===== config.mk =====
export PLATFORM = sky130hd
export DESIGN_NAME = instruction_fetch
export DESIGN_NICKNAME = d
export VERILOG_FILES = /design/src/rtl/rv_pkg.sv /design/src/rtl/instruction_fetch.sv
export SDC_FILE = /design/constraint.sdc
export NUM_CORES = 1
export LEC_CHECK = 0
export ABC_AREA = 1
export BUFFER_PORTS_ARGS = -buffer_cell sky130_fd_sc_hd__buf_2
export CAP_MARGIN = 20
export CORE_ASPECT_RATIO = 0.8
export CORE_MARGIN = 1
export CORE_UTILIZATION = 48
export CTS_CLUSTER_DIAMETER = 80
export CTS_CLUSTER_SIZE = 25
export DETAILED_ROUTE_END_ITERATION = 10
export PLACE_DENSITY = 0.86
export SYNTH_ARGS = -nofsm -noshare
export SYNTH_HDL_FRONTEND = slang
export SYNTH_SLANG_ARGS = --single-unit

===== constraint.sdc =====
create_clock -name clk -period 3.63 [get_ports clk]
set_input_delay 0.363 -clock clk [delete_from_list [all_inputs] [get_ports clk]]
set_output_delay 0.363 -clock clk [all_outputs]
set_load 0.01 [all_outputs]

===== src/rtl/rv_pkg.sv =====
// Shared RV32I definitions: base opcodes, the reset/bubble instruction and
// the fetch-stage state type.
package rv_pkg;

    localparam logic [6:0] OP_BRANCH = 7'b1100011;
    localparam logic [6:0] OP_JALR   = 7'b1100111;
    localparam logic [6:0] OP_JAL    = 7'b1101111;
    localparam logic [6:0] OP_LOAD   = 7'b0000011;
    localparam logic [6:0] OP_STORE  = 7'b0100011;
    localparam logic [6:0] OP_IMM    = 7'b0010011;
    localparam logic [6:0] OP_REG    = 7'b0110011;
    localparam logic [6:0] OP_LUI    = 7'b0110111;
    localparam logic [6:0] OP_AUIPC  = 7'b0010111;

    // addi x0,x0,0
    localparam logic [31:0] NOP_INSTR = 32'h0000_0013;

    typedef enum logic [1:0] {
        FS_IDLE  = 2'd0,
        FS_REQ   = 2'd1,
        FS_VALID = 2'd2
    } fetch_state_t;

endpackage


===== src/rtl/instruction_fetch.sv =====
// Multi-cycle instruction fetch: latches pc, reads one word over a valid/ready
// handshake into the IR and holds the decoded fields until acknowledged.
module instruction_fetch
    import rv_pkg::*;
#(
    parameter int          XLEN      = 32,
    parameter logic [31:0] NOP_INSTR = rv_pkg::NOP_INSTR,
    parameter int          MAX_WAIT  = 255
) (
    input  logic            clk,
    input  logic            reset,
    input  logic [XLEN-1:0] pc,
    input  logic            fetch_start,
    input  logic            instr_ack,
    output logic            mem_req,
    output logic [XLEN-1:0] mem_addr,
    input  logic            mem_ready,
    input  logic [31:0]     mem_rdata,
    output logic [31:0]     instr,
    output logic [6:0]      opcode,
    output logic [4:0]      rd,
    output logic [2:0]      func3,
    output logic [4:0]      rs1,
    output logic [4:0]      rs2,
    output logic [6:0]      func7,
    output logic            instr_valid,
    output logic            busy,
    output logic            misaligned_fault,
    output logic            timeout_fault
);

    localparam int CNT_W = $clog2(MAX_WAIT + 1);

    fetch_state_t    state_q, state_d;
    logic [31:0]     ir_q, ir_d;
    logic [XLEN-1:0] addr_q, addr_d;
    logic [CNT_W-1:0] cnt_q, cnt_d;
    logic            mis_q, mis_d;
    logic            tout_q, tout_d;
    logic            pc_aligned;

    assign pc_aligned = (pc[1:0] == 2'b00);

    always_comb begin
        state_d = state_q;
        ir_d    = ir_q;
        addr_d  = addr_q;
        cnt_d   = cnt_q;
        mis_d   = 1'b0;
        tout_d  = 1'b0;
        case (state_q)
            FS_IDLE: begin
                if (fetch_start) begin
                    if (pc_aligned) begin
                        addr_d  = pc;
                        cnt_d   = '0;
                        state_d = FS_REQ;
                    end else begin
                        mis_d = 1'b1;
                    end
                end
            end
            FS_REQ: begin
                // A response on the expiry cycle still completes the fetch.
                if (mem_ready) begin
                    ir_d    = mem_rdata;
                    state_d = FS_VALID;
                end else if (cnt_q == CNT_W'(MAX_WAIT - 1)) begin
                    tout_d  = 1'b1;
                    state_d = FS_IDLE;
                end else begin
                    cnt_d = cnt_q + CNT_W'(1);
                end
            end
            FS_VALID: begin
                if (instr_ack) begin
                    if (fetch_start && pc_aligned) begin
                        addr_d  = pc;
                        cnt_d   = '0;
                        state_d = FS_REQ;
                    end else begin
                        mis_d   = fetch_start;
                        state_d = FS_IDLE;
                    end
                end
            end
            default: state_d = FS_IDLE;
        endcase
    end

    always_ff @(posedge clk) begin
        if (reset) begin
            state_q <= FS_IDLE;
            ir_q    <= NOP_INSTR;
            addr_q  <= '0;
            cnt_q   <= '0;
            mis_q   <= 1'b0;
            tout_q  <= 1'b0;
        end else begin
            state_q <= state_d;
            ir_q    <= ir_d;
            addr_q  <= addr_d;
            cnt_q   <= cnt_d;
            mis_q   <= mis_d;
            tout_q  <= tout_d;
        end
    end

    assign mem_req          = (state_q == FS_REQ);
    assign instr_valid      = (state_q == FS_VALID);
    assign busy             = (state_q == FS_REQ) || (state_q == FS_VALID);
    assign mem_addr         = addr_q;
    assign misaligned_fault = mis_q;
    assign timeout_fault    = tout_q;

    assign instr  = ir_q;
    assign opcode = ir_q[6:0];
    assign rd     = ir_q[11:7];
    assign func3  = ir_q[14:12];
    assign rs1    = ir_q[19:15];
    assign rs2    = ir_q[24:20];
    assign func7  = ir_q[31:25];

endmodule


### After elaboration in Yosys (flattened, before gate mapping)

Index checks and enable logic that the tools add are counted.

| storage, ports and cells | value |
|---|---|
| output and inout bits | 101 |
| register bits | 76 |
| logic and storage cells | 54 |

| operators by class | value |
|---|---|
| equal/unequal tests | 10 |
| bitwise operators | 1 |
| $add $sub $neg | 1 |
| reduce and logical (&&, ||, !) cells | 11 |
| multiplexer cells | 25 |

Operators by type and width:

| operator | number |
|---|---|
| $mux 32 | 4 |
| $pmux 32 s2 | 1 |
| $mux 8 | 6 |
| $pmux 8 s3 | 1 |
| $mux 2 | 5 |
| $ne 2x2->1 const B | 5 |
| $add 8x1->8 const B | 1 |
| $eq 8x8->1 const B | 1 |
| $reduce_and 7->1 | 1 |
| $mux 1 | 6 |
| $pmux 2 s3 | 1 |
| $reduce_and 5->1 | 1 |
| $logic_not 2->1 | 2 |
| $reduce_and 4->1 | 1 |
| $ne 3x1->1 const B | 1 |
| $reduce_bool 3->1 | 1 |
| $reduce_or 3->1 | 1 |
| $eq 2x1->1 const B | 1 |
| $eq 2x2->1 const B | 1 |
| $ne 2x1->1 const B | 1 |
| $pmux 1 s2 | 1 |
| $reduce_and 2->1 | 1 |
| $reduce_bool 2->1 | 1 |
| $logic_and 1x1->1 | 1 |
| 2 further kinds | 2 |

### Longest topological paths before layout

| depth | value |
|---|---|
| depth in word-level cells | 5 |
| depth in mapped cells | 11 |
| mapped depth without buffers | 11 |

### Least setup slack after synthesis

No wires, ideal clock.

| timing path | value |
|---|---|
| kind | flip-flop to flip-flop |
| start | register state_q[1] |
| end | register cnt_q[1] |
| period minus slack after synthesis | 1.538 ns |
| arrival time | 1.423 ns |
| setup slack | 2.092 ns |
| data required time | 3.514 ns |
| stages on the path, launching flop included | 11 |
| buffers on the path | 0 |
| cells stage by stage | dfxtp_1 -> inv_1 -> ha_1 -> nand2_2 -> inv_4 -> nor2_4 -> nand2_2 -> nor2_4 -> nand2_2 -> o21ai_0 -> nor2_1 |

| on the way | value |
|---|---|
| word-level cells in the longest chain between the ends | 3 |
| elaborated cells on any way between the ends | 12 |
| classes of those cells | 8 x eq/ne; 1 x mux; 3 x reduce/logical |

RTL lines:

| element | line | text |
|---|---|---|
| start: declaration | instruction_fetch.sv:34 | `fetch_state_t state_q, state_d;` |
| start signal: assignment | instruction_fetch.sv:100 | `state_q <= state_d;` |
| $eq 2x1->1 (*) | - |  |
| named net mem_req | instruction_fetch.sv:15 | `output logic mem_req,` |
| $ne 2x2->1 (no source line) / $reduce_bool 3->1 (equally long branches) | - |  |
| $reduce_and 7->1 (no source line) | - |  |
| end signal: assignment | instruction_fetch.sv:103 | `cnt_q <= cnt_d;` |
| end: declaration | instruction_fetch.sv:37 | `logic [CNT_W-1:0] cnt_q, cnt_d;` |

The timed path passes the listed nets; every way through them passes the cells marked *.
A chain may end at the register's enable or synchronous reset.

### Final worst setup path

| timing path | value |
|---|---|
| start | register state_q[0] |
| end | register addr_q[12], in the netlist mem_addr[12] |

| on the way | value |
|---|---|
| word-level cells in the longest chain between the ends | 3 |
| elaborated cells on any way between the ends | 9 |
| classes of those cells | 5 x eq/ne; 1 x mux; 3 x reduce/logical |

RTL lines:

| element | line | text |
|---|---|---|
| $eq 2x2->1 / $logic_not 2->1 (equally long branches) | instruction_fetch.sv:51 | `case (state_q)` |
| $ne 2x1->1 (no source line) (tied with other cells) | - |  |
| $reduce_and 5->1 (no source line) | - |  |
| end signal: assignment | instruction_fetch.sv:102 | `addr_q <= addr_d;` |
| end: declaration | instruction_fetch.sv:36 | `logic [XLEN-1:0] addr_q, addr_d;` |

Several ways; a longest one is shown, not always the timed one.

==> results.py <==
metrics = {
    "detailed_routing": {
        "drc": 0,
        "vias_per_cell": 4.77,
        "drtIter0Drc": 147,
        "first_pass_iters": 5,
        "drt-total-wl_mm": 7.94,
        "ant_nets": 0,
        "vias": 3095,
        "routedWlPerCell_um": 12.2,
    },
    "pwr": {
        "power_switching_uw": 692,
        "intPower_uw": 1400,
        "power_uw": 2090,
        "ir_drop_mv": 0.267,
        "power_frac_clock_pct": 27.6,
        "p_comb_share_pct": 25.1,
        "swShare_pct": 33.1,
        "p_per_area_mw_per_mm2": 519,
        "seqPwrFrac_pct": 47.2,
        "leakage_uw": 0.00199,
    },
    "sta": {
        "finalMaxSlewViolations": 0,
        "rsz0062_at_grt": "no",
        "tightest_slew_ps": 860,
        "hold_viol": 0,
        "finalSetupTns_ps": 0,
        "max_freq_mhz": 412,
        "whs_ps": 225,
        "final.period_utilization_pct": 66.8,
        "skew_ps": 6.68,
        "max-slew-margin-rel_pct": 42.5,
        "setup_viol": 0,
        "period_needed_ps": 2420,
    },
    "critical_path": {
        "cpLargestDelayFamily": "simple AND/OR/NAND/NOR gates",
        "cp_cell_sequence": "inv_1, ha_1, inv_1, o21ai_1, nand2_1, inv_2, nor2_1, nor2_1",
        "critical_path_class": "reg -> reg",
        "worstPathRequired_ps": 3860,
        "slowest_stage": "nand2_1",
        "critical_path.max_stage_delay_ps": 630,
        "start_kind": "flip-flop",
        "crit_arrival_ps": 2650,
        "end_kind": "flip-flop",
        "crit_fanout": 32,
        "path_buf_inv": 3,
    },
    "floorplanning": {
        "die-area_sq_mm": 0.00705,
        "die_w_um": 93.6,
        "start_util_pct": 50.0,
        "rows": 26,
        "pin_count": 170,
        "die_y_um": 75.3,
        "coreArea_sq_mm": 0.00644,
    },
    "cts": {
        "post_cts_resize_count": 0,
        "cts_tree": "yes",
        "holdBufCountCts": 0,
        "cts_root_buf": "clkbuf_8",
        "insertion_delay_ps": 340,
        "cts_sinks": 76,
        "path_clk_slew_ps": 80,
        "cts_setup_buffers": 0,
        "clockBufferDepth": 2,
        "cts-buffers-inserted": 9,
        "htree_levels": 3,
    },
    "synth": {
        "synth_seq_cells": 76,
        "syn_avg_cell_area_sq_um": 7.50,
        "seq_area_frac_synth_pct": 47.2,
        "synth-edff-count": 0,
        "netlist_top_cells_area": "dfxtp_1, nor2_1, o21ai_0",
        "yosysWarnings": 0,
        "synth_area_sq_mm": 0.00322,
        "yosysTopAreaCell": "dfxtp_1",
        "syn_nets": 505,
        "syn_inst": 430,
        "synthFlopType": "dfxtp_1",
        "synthArstFlopShare_pct": 0,
        "yosys.area.top_type_share_pct": 47.2,
        "yosysUniqueCellTypes": 27,
    },
    "placement": {
        "place_hpwl_mm": 5.59,
        "port_buffers": 169,
        "routabilityCongestion": 0.838,
        "place_area_sq_mm": 0.00385,
    },
    "final_layout": {
        "antennaDiodeCount": 0,
        "drive_gt1_share_pct": 35.2,
        "layout_common_cells": "buf_2, nor2_1, dfxtp_1",
        "final_util_pct": 62.5,
        "final_common_cell": "buf_2",
        "final_nets": 635,
        "area_growth_pct": 24.9,
        "design_area_sq_mm": 0.00403,
    },
    "run_status": {
        "outcome": "finished, final reports clean",
    },
    "global_route": {
        "track_usage_pct": 21.6,
        "grt_first_pass_wirelength_mm": 11.8,
        "grt_max_degree": 40,
        "antenna_found_initial": 1,
        "grt_pass1_vias": 2611,
        "gr-total-overflow": 0,
    },
    "min_path": {
        "min_path_type": "in -> reg",
    },
    "job": {
        "cap_violations": 0,
    },
}
==> state kept, by name, indices dropped and copies added, names as in the netlist <==
| register | count |
|---|---|
| timeout_fault | 1 |
| instr | 32 |
| mem_addr | 32 |
| misaligned_fault | 1 |
| state_q | 2 |
| cnt_q | 8 |
==> worst paths after layout <==
path | cells past startpoint | start | to | slack [ps]
worst max register to register | 8 | state_q[0] | mem_addr[12] | 1210
worst max-delay path | 8 | state_q[0] | mem_addr[12] | 1210
worst min-delay path | 3 | mem_rdata[0] | instr[0] | 220
worst min register to register | 2 | mem_addr[1] | mem_addr[1] | 450
==> metal layers <==
layer | vias up | part of all wire (%) | GRT usage, %
met4 | 0 | 0.73 | 6.50
met5 | - | 0 | 0
met3 | 8 | 9.3 | 8.48
met1 | 1358 | 44 | 25.1
met2 | 133 | 46 | 37.7
li1 | 1596 | - | -
==> cell usage after synthesis (2+ instances only) <==
master / number
nor2_1: 140
buf_4: 34
nor2_4: 2
inv_1: 13
nand3_1: 10
nand2_2: 4
buf_2: 4
o21ai_0: 64
nand2_1: 40
clkbuf_1: 12
dfxtp_1: 76
ha_1: 6
a21oi_1: 9
nor2_2: 3
==> power by group through the flow <==
stage	logic, uW	clock network (uW)	registers (uW)
4_1_cts	529	596	987
3_3_place_gp	512	0	1000
2_1_floorplan	348	0	1030
6_report	525	578	988
3_5_place_dp	527	0	1010
5_1_grt	596	637	1000
==> worst register-to-register path, stage by stage, from the launching register on <==
cell and delay [ps]:
dfxtp_1 390, inv_1 80, ha_1 280, inv_1 120, o21ai_1 60, nand2_1 630, inv_2 460, nor2_1 230
nor2_1 70
==> layout make-up <==
class / count / area (sq um)
multi-input combinational: 287 / 1310
clock inverter: 6 / 38.8
sequential: 76 / 1520
fill: 612 / 2410
clock buffer: 10 / 138
timing repair buffer: 170 / 853
tap: 84 / 105
inverter: 16 / 62.6
==> logic make-up after synthesis <==
logic type,synth area share (%)
flip-flops,47.2
buffers and inverters,12.2
AO/OA/AOI/OAI,12.5
adder cells (fa/ha/maj),2.33
AND/OR/NAND/NOR,25.7
==> through the flow <==
stage          cells  setup WS (ps)
3_5_place_dp     633           1220
5_1_grt          649            943
6_report         649           1210
3_3_place_gp     633           1310
4_1_cts          649           1210
2_1_floorplan    430           2090
Power figures use the tool's default switching activity.
